### src/rtl/stopwatch_minsec_if.sv
// stopwatch_minsec_if: button inputs and count/display outputs
// of the minutes/seconds stopwatch stage.
interface stopwatch_minsec_if;
  logic       btn_ss;
  logic       btn_lap;
  logic       running;
  logic       carry;
  logic [5:0] sec_bin;
  logic [5:0] min_bin;
  logic [6:0] seg_s1;
  logic [6:0] seg_s10;
  logic [6:0] seg_m1;
  logic [6:0] seg_m10;

  modport master (
    output btn_ss, btn_lap,
    input  running, carry, sec_bin, min_bin,
    input  seg_s1, seg_s10, seg_m1, seg_m10
  );

  modport slave (
    input  btn_ss, btn_lap,
    output running, carry, sec_bin, min_bin,
    output seg_s1, seg_s10, seg_m1, seg_m10
  );
endinterface

### src/rtl/stopwatch_minsec.sv
// stopwatch_minsec: debounced start/stop + lap/clear control,
// mm:ss counter with wrap carry and 7-segment display.
module stopwatch_minsec #(
  parameter int TICK_DIV  = 250000,
  parameter int DB_CYCLES = 50000
) (
  input logic clk,
  input logic reset,
  stopwatch_minsec_if.slave bus
);

  localparam int PW = (TICK_DIV > 2) ? $clog2(TICK_DIV) : 1;
  localparam int DW = $clog2(DB_CYCLES + 1);

  typedef enum logic [1:0] {IDLE, RUN, PAUSE, LAP} state_t;

  state_t          state;
  logic [1:0]      s0, s1, db, db_q, press;
  logic [DW-1:0]   dcnt [2];
  logic [PW-1:0]   pre;
  logic [5:0]      sec, min, snap_sec, snap_min;
  logic            carry;
  logic [6:0]      seg_s1, seg_s10, seg_m1, seg_m10;
  logic            ss, lp, active, tick, clr;
  logic [5:0]      disp_sec, disp_min;
  logic [3:0]      s_one, s_ten, m_one, m_ten;

  // ss has priority: a coincident lap press is dropped
  assign ss     = press[0];
  assign lp     = press[1] & ~press[0];
  assign active = (state == RUN) || (state == LAP);
  assign tick   = active && (pre == PW'(TICK_DIV - 1));
  assign clr    = (state == PAUSE) && lp;

  // two-flop synchronisers, index 0 = ss, 1 = lap
  always_ff @(posedge clk or posedge reset) begin
    if (reset) begin
      s0 <= '0;
      s1 <= '0;
    end else begin
      s0 <= {bus.btn_lap, bus.btn_ss};
      s1 <= s0;
    end
  end

  // debounce: level flips after DB_CYCLES stable mismatches
  always_ff @(posedge clk or posedge reset) begin
    if (reset) begin
      db   <= '0;
      db_q <= '0;
      press <= '0;
      for (int i = 0; i < 2; i++) dcnt[i] <= '0;
    end else begin
      for (int i = 0; i < 2; i++) begin
        if (s1[i] == db[i]) begin
          dcnt[i] <= '0;
        end else if (dcnt[i] == DW'(DB_CYCLES - 1)) begin
          dcnt[i] <= '0;
          db[i]   <= s1[i];
        end else begin
          dcnt[i] <= dcnt[i] + 1'b1;
        end
      end
      db_q  <= db;
      press <= db & ~db_q;
    end
  end

  // control FSM with lap snapshot of the pre-edge count
  always_ff @(posedge clk or posedge reset) begin
    if (reset) begin
      state    <= IDLE;
      snap_sec <= '0;
      snap_min <= '0;
    end else begin
      unique case (state)
        IDLE: if (ss) state <= RUN;
        RUN: begin
          if (ss) begin
            state <= PAUSE;
          end else if (lp) begin
            state    <= LAP;
            snap_sec <= sec;
            snap_min <= min;
          end
        end
        LAP: begin
          if (ss)      state <= PAUSE;
          else if (lp) state <= RUN;
        end
        PAUSE: begin
          if (ss) begin
            state <= RUN;
          end else if (lp) begin
            state    <= IDLE;
            snap_sec <= '0;
            snap_min <= '0;
          end
        end
      endcase
    end
  end

  // prescaler: runs while active, holds in PAUSE, zero in IDLE
  always_ff @(posedge clk or posedge reset) begin
    if (reset) begin
      pre <= '0;
    end else if (state == IDLE || clr) begin
      pre <= '0;
    end else if (active) begin
      pre <= tick ? '0 : pre + 1'b1;
    end
  end

  // mm:ss count with one-cycle carry on 59:59 wrap
  always_ff @(posedge clk or posedge reset) begin
    if (reset) begin
      sec   <= '0;
      min   <= '0;
      carry <= 1'b0;
    end else begin
      carry <= 1'b0;
      if (clr) begin
        sec <= '0;
        min <= '0;
      end else if (tick) begin
        if (sec == 6'd59) begin
          sec <= '0;
          if (min == 6'd59) begin
            min   <= '0;
            carry <= 1'b1;
          end else begin
            min <= min + 1'b1;
          end
        end else begin
          sec <= sec + 1'b1;
        end
      end
    end
  end

  function automatic logic [6:0] seg7(input logic [3:0] d);
    case (d)
      4'd0:    seg7 = 7'b0000001;
      4'd1:    seg7 = 7'b1001111;
      4'd2:    seg7 = 7'b0010010;
      4'd3:    seg7 = 7'b0000110;
      4'd4:    seg7 = 7'b1001100;
      4'd5:    seg7 = 7'b0100100;
      4'd6:    seg7 = 7'b0100000;
      4'd7:    seg7 = 7'b0001111;
      4'd8:    seg7 = 7'b0000000;
      4'd9:    seg7 = 7'b0000100;
      default: seg7 = 7'b1111111;
    endcase
  endfunction

  assign disp_sec = (state == LAP) ? snap_sec : sec;
  assign disp_min = (state == LAP) ? snap_min : min;
  assign s_ten    = 4'(disp_sec / 6'd10);
  assign s_one    = 4'(disp_sec % 6'd10);
  assign m_ten    = 4'(disp_min / 6'd10);
  assign m_one    = 4'(disp_min % 6'd10);

  // registered segment decode of the displayed value
  always_ff @(posedge clk or posedge reset) begin
    if (reset) begin
      seg_s1  <= 7'b0000001;
      seg_s10 <= 7'b0000001;
      seg_m1  <= 7'b0000001;
      seg_m10 <= 7'b0000001;
    end else begin
      seg_s1  <= seg7(s_one);
      seg_s10 <= seg7(s_ten);
      seg_m1  <= seg7(m_one);
      seg_m10 <= seg7(m_ten);
    end
  end

  assign bus.running = active;
  assign bus.carry   = carry;
  assign bus.sec_bin = sec;
  assign bus.min_bin = min;
  assign bus.seg_s1  = seg_s1;
  assign bus.seg_s10 = seg_s10;
  assign bus.seg_m1  = seg_m1;
  assign bus.seg_m10 = seg_m10;

endmodule

### src/flat_wrapper.sv
// flat-port wrapper written by rule: the top's interface ports become plain ports
module stopwatch_minsec_flat 
#(
  parameter int TICK_DIV  = 250000,
  parameter int DB_CYCLES = 50000
)
  (clk, reset, bus_btn_ss, bus_btn_lap, bus_running, bus_carry, bus_sec_bin, bus_min_bin, bus_seg_s1, bus_seg_s10, bus_seg_m1, bus_seg_m10);
  stopwatch_minsec_if bus_i ();
  input logic clk;
  input logic reset;
  input wire logic [$bits(bus_i.btn_ss)-1:0] bus_btn_ss;
  input wire logic [$bits(bus_i.btn_lap)-1:0] bus_btn_lap;
  output wire logic [$bits(bus_i.running)-1:0] bus_running;
  output wire logic [$bits(bus_i.carry)-1:0] bus_carry;
  output wire logic [$bits(bus_i.sec_bin)-1:0] bus_sec_bin;
  output wire logic [$bits(bus_i.min_bin)-1:0] bus_min_bin;
  output wire logic [$bits(bus_i.seg_s1)-1:0] bus_seg_s1;
  output wire logic [$bits(bus_i.seg_s10)-1:0] bus_seg_s10;
  output wire logic [$bits(bus_i.seg_m1)-1:0] bus_seg_m1;
  output wire logic [$bits(bus_i.seg_m10)-1:0] bus_seg_m10;
  assign bus_i.btn_ss = bus_btn_ss;
  assign bus_i.btn_lap = bus_btn_lap;
  assign bus_running = bus_i.running;
  assign bus_carry = bus_i.carry;
  assign bus_sec_bin = bus_i.sec_bin;
  assign bus_min_bin = bus_i.min_bin;
  assign bus_seg_s1 = bus_i.seg_s1;
  assign bus_seg_s10 = bus_i.seg_s10;
  assign bus_seg_m1 = bus_i.seg_m1;
  assign bus_seg_m10 = bus_i.seg_m10;
  stopwatch_minsec #(.TICK_DIV(TICK_DIV), .DB_CYCLES(DB_CYCLES)) u_core (.clk(clk), .reset(reset), .bus(bus_i));
endmodule
### config.mk
export PLATFORM = sky130hd
export DESIGN_NAME = stopwatch_minsec_flat
export DESIGN_NICKNAME = d
export VERILOG_FILES = /design/src/rtl/stopwatch_minsec_if.sv /design/src/rtl/stopwatch_minsec.sv /design/src/flat_wrapper.sv
export SDC_FILE = /design/constraint.sdc
export NUM_CORES = 1
export LEC_CHECK = 0
export BUFFER_PORTS_ARGS = -buffer_cell sky130_fd_sc_hd__buf_2
export CAP_MARGIN = 15
export CORE_AREA = 2 2 146 105
export CTS_CLUSTER_DIAMETER = 60
export DETAILED_ROUTE_END_ITERATION = 10
export DIE_AREA = 0 0 148 107
export PLACE_DENSITY = 0.7
export SLEW_MARGIN = 5
export SYNTH_ARGS = -nofsm -noshare
export SYNTH_HDL_FRONTEND = slang
export SYNTH_SLANG_ARGS = --single-unit
### constraint.sdc
create_clock -name clk -period 8.6 [get_ports clk]
set_input_delay 1.72 -clock clk [delete_from_list [all_inputs] [get_ports clk]]
set_output_delay 1.72 -clock clk [all_outputs]
set_load 0.1 [all_outputs]
# --- Yosys cells after proc, flatten, opt, wreduce, memory -nomap -nowiden ---
# Memory sizes are Yosys's and may differ from the RTL's. A register that Yosys moved wholly into a read port is not among the register bits.
# Index checks and enable logic that the tools add are counted.
word_totals:
  inputBits: 4
  romBits: 448
  mem_count: 4
  wordCells: 102
  out_inout_bits: 42
  ff_bits: 87
op_classes:
  div: 4
  n_eq_ne: 18
  reduce_logical: 14
  addsub: 5
  mux: 36
  bitwise: 6
memory_table:
  columns: ["memory", "words", "word_bits", "rd", "rd_ports_with_merged_regs", "write_ports", "line", "source"]
  rows:
  - ["(name not given)", 16, 7, 1, 1, 0, "stopwatch_minsec.sv:143", "case (d)"]
  - ["(name not given)", 16, 7, 1, 1, 0, "stopwatch_minsec.sv:143", null]
  - ["(name not given)", 16, 7, 1, 1, 0, "stopwatch_minsec.sv:143", null]
  - ["(name not given)", 16, 7, 1, 1, 0, "stopwatch_minsec.sv:143", null]
op_table:
  columns: ["operator", "n"]
  rows:
  - ["6-bit 2-to-1 mux", 15]
  - ["16-bit 2-to-1 mux", 4]
  - ["18-bit 2-to-1 mux", 3]
  - ["16-bit by 1-bit adder with 16-bit output (second input constant)", 2]
  - ["16-bit equality test (second input constant)", 2]
  - ["6-bit case mux with 2 select lines", 2]
  - ["18-bit by 1-bit adder with 18-bit output (second input constant)", 1]
  - ["18-bit equality test (second input constant)", 1]
  - ["2-bit 2-to-1 mux", 7]
  - ["6-bit by 1-bit adder with 6-bit output (second input constant)", 2]
  - ["6-bit by 4-bit divider with 6-bit output (second input constant)", 2]
  - ["6-bit equality test (second input constant)", 2]
  - ["6-bit by 4-bit remainder unit with 6-bit output (second input constant)", 2]
  - ["3-bit by 1-bit != test with 1-bit output (second input constant)", 3]
  - ["2-bit case mux with 4 select lines", 1]
  - ["2-bit nonzero test", 4]
  - ["2-bit by 1-bit != test with 1-bit output (second input constant)", 3]
  - ["2-bit AND reduction", 3]
  - ["5-bit AND reduction", 1]
  - ["2-bit equality test (second input constant)", 2]
  - ["1-bit 2-to-1 mux", 4]
  - ["2-bit != test (second input constant)", 2]
  - ["4-bit AND reduction", 1]
  - ["1-bit inverter", 3]
  - ["8 further kinds", 11]

# --- Depth between registers and ports, before layout ---
# Gate-level depths: netlist of run 1.
logic_depth:
  depth_word: 6
  mapped_depth: 19
  mapped_depth_nobuf: 17

# --- Worst setup path before layout of run 1 ---
# No wires, ideal clock.
synth_timing:
  path_kind: "register to register"
  startpoint: "register u_core.min[4], in the netlist u_core.bus.min_bin[4]"
  endpoint: "register u_core.seg_m1[0], in the netlist u_core.bus.seg_m1[0]"
  setup_time_ns: 0.082
  period_less_slack_ns: 4.090
  setup_slack_ns: 4.510
  path_stages_with_launch: 17
  path_buffers: 0
  arrival_time_ns: 4.008
  required_time_ns: 8.518
  path_cell_list: "dfrtp_1 mux2_2 inv_1 ha_1 inv_1 a221oi_1 nand2_1 a21boi_0 mux2i_1 nor2_1 xnor2_1 ha_1 inv_1 a21oi_1 a311oi_1 a21oi_1 o31a_1"
synth_between:
  elab_chain_cells: 2
synth_rtl:
  columns: ["item", "line", "source"]
  rows:
  - ["from (decl)", "stopwatch_minsec.sv:21", "logic [5:0] sec, min, snap_sec, snap_min;"]
  - ["from (signal assigned)", "stopwatch_minsec.sv:133", "min <= min + 1'b1;"]
  - ["6-bit 2-to-1 mux", "stopwatch_minsec.sv:159", "assign disp_min = (state == LAP) ? snap_min : min;"]
  - ["6-bit by 4-bit remainder unit with 6-bit output", "stopwatch_minsec.sv:163", "assign m_one = 4'(disp_min % 6'd10);"]
  - ["to (decl)", "stopwatch_minsec.sv:23", "logic [6:0] seg_s1, seg_s10, seg_m1, seg_m10;"]
# No other way between the ends.
# A chain may end at the register's enable or synchronous reset.

# --- Final worst setup path of run 1 ---
layout_timing:
  startpoint: "register u_core.state[0]"
  endpoint: "register u_core.seg_m1[0], in the netlist u_core.bus.seg_m1[0]"
layout_between:
  elab_chain_cells: 3
layout_rtl:
  columns: ["item", "line", "source"]
  rows:
  - ["from (decl)", "stopwatch_minsec.sv:17", "state_t state;"]
  - ["from (signal assigned)", "stopwatch_minsec.sv:72", "state <= IDLE;"]
  - ["from (signal assigned)", "stopwatch_minsec.sv:77", "IDLE: if (ss) state <= RUN;"]
  - ["from (signal assigned)", "stopwatch_minsec.sv:80", "state <= PAUSE;"]
  - ["2-bit equality test", "stopwatch_minsec.sv:159", null]
  - ["6-bit 2-to-1 mux", "stopwatch_minsec.sv:159", null]
  - ["6-bit by 4-bit remainder unit with 6-bit output", "stopwatch_minsec.sv:163", null]
# No other way between the ends.

==> impl_metrics.env, run 1 <==
export IMPL_status="finished, final reports clean"
export IMPL_via_count=5039
export IMPL_start_kind="register"
export IMPL_hold_buffers=0
export IMPL_min_period_over_period_pct=53.6
export IMPL_ys_ff_latch=115
export IMPL_cts_clk_slew_worst_paths_ns=0.05
export IMPL_grt_usage_pct=17.8
export IMPL_dieArea_sq_mm=0.0158
export IMPL_drt_total_wl_um=13600
export IMPL_met1Wirelength_um=6590
export IMPL_hp_class="register to register"
export IMPL_core_area_sq_mm=0.0144
export IMPL_period_needed_ns=4.61
export IMPL_p_clk_share_pct=54.1
export IMPL_drt_iter0_markers=315
export IMPL_final_core_util_pct=50.8
export IMPL_dpl_cell_count=888
export IMPL_relSlewSlack_pct=47.8
export IMPL_die_w_um=148
export IMPL_seqPwrFrac_pct=44.5
export IMPL_numClockSinks=115
export IMPL_cts_root_buf="clkbuf_16"
export IMPL_slew_viol_final=0
export IMPL_max_stage_delay_ns=0.54
export IMPL_switchingPower_mw=0.269
export IMPL_area_growth_pct=15.4
export IMPL_crit_family="compound AO/OA/AOI/OAI gates"
export IMPL_post_cts_repair_setup_buffers=0
export IMPL_die_h_um=107
export IMPL_rows=37
export IMPL_r2r_start="u_core.state[0]"
export IMPL_p_leak_nw=3.46
export IMPL_crit_slowest_cell="a221oi_1"
export IMPL_layout_common_cells="dfrtp_1 (111), nor2_1 (91), nand2_1 (62)"
export IMPL_crit_chain="ha_1, buf_4, mux2i_1, inv_1, ha_1, inv_1, a221oi_1, nand2_1, a21boi_0, mux2i_1, nor2_1, xnor2_1, ha_1, inv_1, a21oi_1, a311oi_1, a21oi_1, o31a_1"
export IMPL_fin_hold_ws_ns=0.346
export IMPL_path_max_fanout=23
export IMPL_numPortBuffers=45
export IMPL_critical_path_arrival_ns=4.94
export IMPL_worstMarginPinSlew_ns=0.761
export IMPL_synth_fp_nets=699
export IMPL_max_freq_mhz=217
export IMPL_hpwl_um=9480
export IMPL_ctsResizeCount=0
export IMPL_fin_ws_ns=3.99
export IMPL_grt_ovfl_total=0
export IMPL_synthArstFlopShare_pct=100
export IMPL_synth_top_flop_cell="dfrtp_1"
export IMPL_cts_tree="yes"
export IMPL_antenna_found_initial=0
export IMPL_final_common_cell="dfrtp_1"
export IMPL_synth_edff_count=0
export IMPL_post_route_drc_count=0
export IMPL_pre_cts_ws_ns=4.04
export IMPL_critPathBufInv=4
export IMPL_seq_area_frac_synth_pct=45.3
export IMPL_ir_drop_mv=0.132
export IMPL_syn_area_sq_mm=0.00636
export IMPL_start_util_pct=44.0
export IMPL_grt_start_max_net_pins=62
export IMPL_power_share_switching_pct=21.9
export IMPL_syn_avg_cell_area_sq_um=9.58
export IMPL_ios=46
export IMPL_cp_depth=18
export IMPL_finalPower_mw=1.23
export IMPL_drv_cap=0
export IMPL_globalplace_congestion=0.869
export IMPL_reg2regPathDepth=18
export IMPL_clockBufferDepth=2
export IMPL_critPathRequiredTime_ns=8.93
export IMPL_ant_nets=0
export IMPL_synth_cells=664
export IMPL_clk_latency_ns=0.41
export IMPL_cts_htree_levels=4
export IMPL_drive_gt1_share_pct=14.5
export IMPL_worstSetupPathType="register to register"
export IMPL_nets=748
export IMPL_rr_endpoint="u_core.bus.seg_m1[0]"
export IMPL_cts_buffers=17
export IMPL_rsz0062_at_grt="false"
export IMPL_placed_cell_area_sq_mm=0.00677
export IMPL_top_layer="met4"
export IMPL_wl_met3_um=762
export IMPL_crit_path_end_kind="register"
export IMPL_p_per_area_mw_per_mm2=167
export IMPL_grt_pass1_wl_um=22800
export IMPL_combPwrFrac_pct=1.4
export IMPL_crit_end="u_core.bus.seg_m1[0]"
export IMPL_fin_skew_ns=0.00923
export IMPL_wl_met2_um=6130
export IMPL_p_int_mw=0.960
export IMPL_netlist_cell_type_count=69
export IMPL_wl_per_cell_um=14.7
export IMPL_cp_startpoint="u_core.state[0]"
export IMPL_drt_first_pass_iters=5
export IMPL_setup_viol=0
export IMPL_layoutNonFillerInstCount=921
export IMPL_ys_warn_count=0
export IMPL_reg2reg_slack_ns=3.99
export IMPL_stdcell_area_sq_mm=0.00734
export IMPL_fin_tns_setup_ns=0
export IMPL_viasPerCell=5.47
export IMPL_grt_pass1_vias=4759
export IMPL_antenna_cells=0
export IMPL_hold_violations=0
[registers in the layout (all words and copies together) (netlist names)]
signal,count
u_core.pre,18
u_core.s1,2
u_core.dcnt,32
u_core.press,2
u_core.bus.seg_m10,7
u_core.snap_sec,6
u_core.db_q,2
u_core.bus.min_bin,6
u_core.snap_min,6
u_core.bus.seg_m1,7
u_core.bus.seg_s10,7
u_core.bus.sec_bin,6
u_core.state,2
u_core.db,2
u_core.bus.carry,1
u_core.s0,2
u_core.bus.seg_s1,7
[kinds of logic (layout without fill, tap and decap cells)]
group / Yosys count / count (layout) / synth area share, %
DFF: 115 / 115 / 45.3
adders and majority gates: 31 / 31 / 6.10
muxes: 30 / 30 / 5.01
and+or+nand+nor: 276 / 276 / 20.9
AOI/OAI and AO/OA: 120 / 120 / 13.0
buffers and inverters: 42 / 104 / 2.75
xor gates and xnor gates: 50 / 50 / 6.88
[how the worst min path moves through the flow]
stage,startpoint,endpoint,slack (ns),cells past startpoint
3_3_place_gp,u_core.s0[0],u_core.s1[0],0.33,0
6_report,u_core.s0[1],u_core.s1[1],0.35,0
4_1_cts,u_core.s0[1],u_core.s1[1],0.35,0
5_1_grt,u_core.s0[1],u_core.s1[1],0.35,0
2_1_floorplan,u_core.s0[0],u_core.s1[0],0.33,0
3_5_place_dp,u_core.s0[1],u_core.s1[1],0.33,0
[routing by layer]
layer	up-vias	global-route usage [%]
met1	2450	25.4
li1	2442	-
met3	8	4.72
met2	139	27.2
met5	-	0
met4	0	4.29
[layout make-up]
cell class / instances / area, sq um
Multi-Input combinational cell: 507 / 3300
Fill cell: 1309 / 7100
Clock inverter: 12 / 108
Tap cell: 195 / 244
Inverter: 23 / 88.8
Clock buffer: 20 / 457
Timing Repair Buffer: 49 / 255
Sequential cell: 115 / 2880
[cells in the mapped netlist, types with 5 or more instances]
library cell | number | share of area [%]
xnor2_1 | 18 | 2.5
a21oi_1 | 27 | 2.1
nor2_1 | 91 | 5.4
o21ai_0 | 31 | 2.4
nand3_1 | 28 | 2.2
and2_1 | 9 | 0.88
dfrtp_1 | 111 | 44
xor2_1 | 32 | 4.4
nand4_1 | 12 | 1.2
o22ai_1 | 5 | 0.49
clkbuf_1 | 12 | 0.71
and3_1 | 18 | 1.8
nand2b_1 | 16 | 1.6
o31ai_1 | 5 | 0.59
mux2_2 | 11 | 1.9
nand2_1 | 62 | 3.7
inv_1 | 23 | 1.4
ha_1 | 31 | 6.1
mux2i_1 | 18 | 2.8
nor3_1 | 15 | 1.2
nor2b_1 | 6 | 0.59
buf_2 | 5 | 0.39
[power by group through the flow]
stage / clock (mW) / combinational (mW) / sequential, mW
after floorplan: 0 / 0.0129 / 0.556
after global placement: 0 / 0.0178 / 0.556
after detailed placement: 0 / 0.0186 / 0.556
after CTS: 0.677 / 0.0187 / 0.547
after global routing: 0.702 / 0.0212 / 0.547
final: 0.665 / 0.0175 / 0.547
Power figures use the tool's default switching activity.
==> run 2, diff against run 1 <==
- PLACE_DENSITY: 0.7 -> 0.72
- clock period: 8.6 -> 4 ns (I/O delays scaled with it)
==> impl_metrics.env, run 2 (same netlist as run 1, synthesis figures left out) <==
export IMPL_numPortBuffers=45
export IMPL_worstMarginPinSlew_ns=0.842
export IMPL_cts_root_buf="clkbuf_16"
export IMPL_largestRegisters="u_core.dcnt: 32 flops, u_core.pre: 18 flops"
export IMPL_rows=37
export IMPL_grt_ovfl_total=0
export IMPL_ant_nets=0
export IMPL_met1Wirelength_um=6740
export IMPL_nets=757
export IMPL_fin_hold_ws_ns=0.347
export IMPL_grt_pass1_vias=4555
export IMPL_wl_met3_um=693
export IMPL_placed_cell_area_sq_mm=0.00686
export IMPL_seqPwrFrac_pct=44.4
export IMPL_drt_first_pass_iters=4
export IMPL_ir_drop_mv=0.267
export IMPL_drv_cap=0
export IMPL_clockBufferDepth=2
export IMPL_switchingPower_mw=0.649
export IMPL_hold_depth=0
export IMPL_relSlewSlack_pct=43.7
export IMPL_hold_violations=0
export IMPL_dieArea_sq_mm=0.0158
export IMPL_hold_path_end="u_core.s1[1]"
export IMPL_reg2reg_slack_ns=0.25
export IMPL_numClockSinks=115
export IMPL_p_leak_nw=3.49
export IMPL_nFillCells=1325
export IMPL_layout_common_cells="dfrtp_1 (110), nor2_1 (91), nand2_1 (61)"
export IMPL_reg2regPathDepth=18
export IMPL_start_util_pct=44.0
export IMPL_post_route_drc_count=0
export IMPL_largest_reg_flops=32
export IMPL_combPwrFrac_pct=1.5
export IMPL_stdcell_area_sq_mm=0.00743
export IMPL_globalplace_congestion=0.924
export IMPL_cts_htree_levels=4
export IMPL_ctsResizeCount=0
export IMPL_wl_per_cell_um=13.9
export IMPL_antenna_cells=0
export IMPL_worstSetupPathType="register to register"
export IMPL_via_count=4909
export IMPL_start_kind="register"
export IMPL_final_common_cell="dfrtp_1"
export IMPL_critical_path_arrival_ns=4.06
export IMPL_finalPower_mw=2.65
export IMPL_crit_path_end_kind="register"
export IMPL_grt_pass1_wl_um=22200
export IMPL_grt_start_max_net_pins=79
export IMPL_die_h_um=107
export IMPL_drive_gt1_share_pct=16.5
export IMPL_area_sequential_sq_mm=0.00288
export IMPL_top_register="u_core.dcnt"
export IMPL_r2r_start="u_core.state[0]"
export IMPL_cts_clk_slew_worst_paths_ns=0.06
export IMPL_setup_viol=0
export IMPL_min_period_over_period_pct=93.7
export IMPL_max_freq_mhz=267
export IMPL_period_needed_ns=3.75
export IMPL_rr_endpoint="u_core.bus.seg_s1[2]"
export IMPL_drt_iter0_markers=290
export IMPL_hold_buffers=0
export IMPL_post_cts_repair_setup_buffers=0
export IMPL_area_growth_pct=16.9
export IMPL_min_from="u_core.s0[1]"
export IMPL_p_int_mw=2.00
export IMPL_antenna_found_initial=0
export IMPL_hp_class="register to register"
export IMPL_clk_latency_ns=0.42
export IMPL_die_w_um=148
export IMPL_multi_input_area_sq_mm=0.00332
export IMPL_p_per_area_mw_per_mm2=356
export IMPL_critPathRequiredTime_ns=4.31
export IMPL_core_area_sq_mm=0.0144
export IMPL_wl_met2_um=5370
export IMPL_slew_viol_final=0
export IMPL_grt_usage_pct=17.2
export IMPL_path_max_fanout=12
export IMPL_fin_skew_ns=0.00881
export IMPL_top_layer="met4"
export IMPL_drt_total_wl_um=12900
export IMPL_ios=46
export IMPL_cts_tree="yes"
export IMPL_hpwl_um=8850
export IMPL_status="finished, final reports clean"
export IMPL_cts_buffers=17
export IMPL_viasPerCell=5.28
export IMPL_p_clk_share_pct=54.1
export IMPL_power_share_switching_pct=24.5
## run 2: area by class of cell
class,count,area share [%]
Multi-Input combinational cell,507,44.7
Sequential cell,115,38.8
Clock buffer,17,5.72
Timing Repair Buffer,58,4.51
Tap cell,195,3.28
Clock inverter,15,1.78
Inverter,23,1.21
## run 2: per-stage QoR
stage / worst slack [ns] / utilization (%) / cells / TNS (ns)
floorplan: -0.0590 / - / 664 / -0.0590
global placement: 0.413 / 47.5 / 898 / 0
detailed placement: 0.266 / 47.5 / 898 / 0
CTS: 0.232 / 51.3 / 930 / 0
global route: -0.0203 / 51.5 / 930 / -0.0243
finish: 0.252 / 51.5 / 930 / 0
## run 2: how the worst max path moves through the flow
| stage | to | start | cells after the start | slack [ns] |
|---|---|---|---|---|
| after floorplan | u_core.bus.seg_m1[0] | u_core.bus.min_bin[3] | 17 | -0.06 |
| after global placement | u_core.bus.seg_s1[0] | u_core.state[0] | 16 | 0.41 |
| after detailed placement | u_core.bus.seg_s1[1] | u_core.state[0] | 16 | 0.27 |
| after CTS | u_core.bus.seg_s1[1] | u_core.state[0] | 16 | 0.23 |
| after global routing | u_core.bus.seg_s1[5] | u_core.state[0] | 16 | -0.02 |
| final | u_core.bus.seg_s1[2] | u_core.state[0] | 18 | 0.25 |
## run 2: per-layer routing
metal / up-vias / track usage [%]
met1: 2311 / 25.6
met5: - / 0
met2: 121 / 24.7
met3: 11 / 4.55
met4: 0 / 4.69
li1: 2466 / -
## run 2: critical path: stages, from the launching register on
cell and delay [ns]:
dfrtp_1 0.41, ha_1 0.26, buf_4 0.26, mux2_2 0.43
inv_1 0.20, ha_2 0.32, nand2b_1 0.13, nand3_1 0.13
o2111ai_2 0.18, nand2_2 0.16, nand2_1 0.13, a21oi_1 0.10
a21o_1 0.19, ha_1 0.20, inv_1 0.10, nor2_1 0.05
nand4_1 0.08, nand3_1 0.09, a211oi_1 0.21
## run 2: power by group through the flow
stage,clock [mW],combinational (mW),sequential [mW]
after floorplan,0,0.0280,1.19
after global placement,0,0.0410,1.20
after detailed placement,0,0.0409,1.20
after CTS,1.46,0.0411,1.17
after global routing,1.52,0.0476,1.17
final,1.43,0.0389,1.17
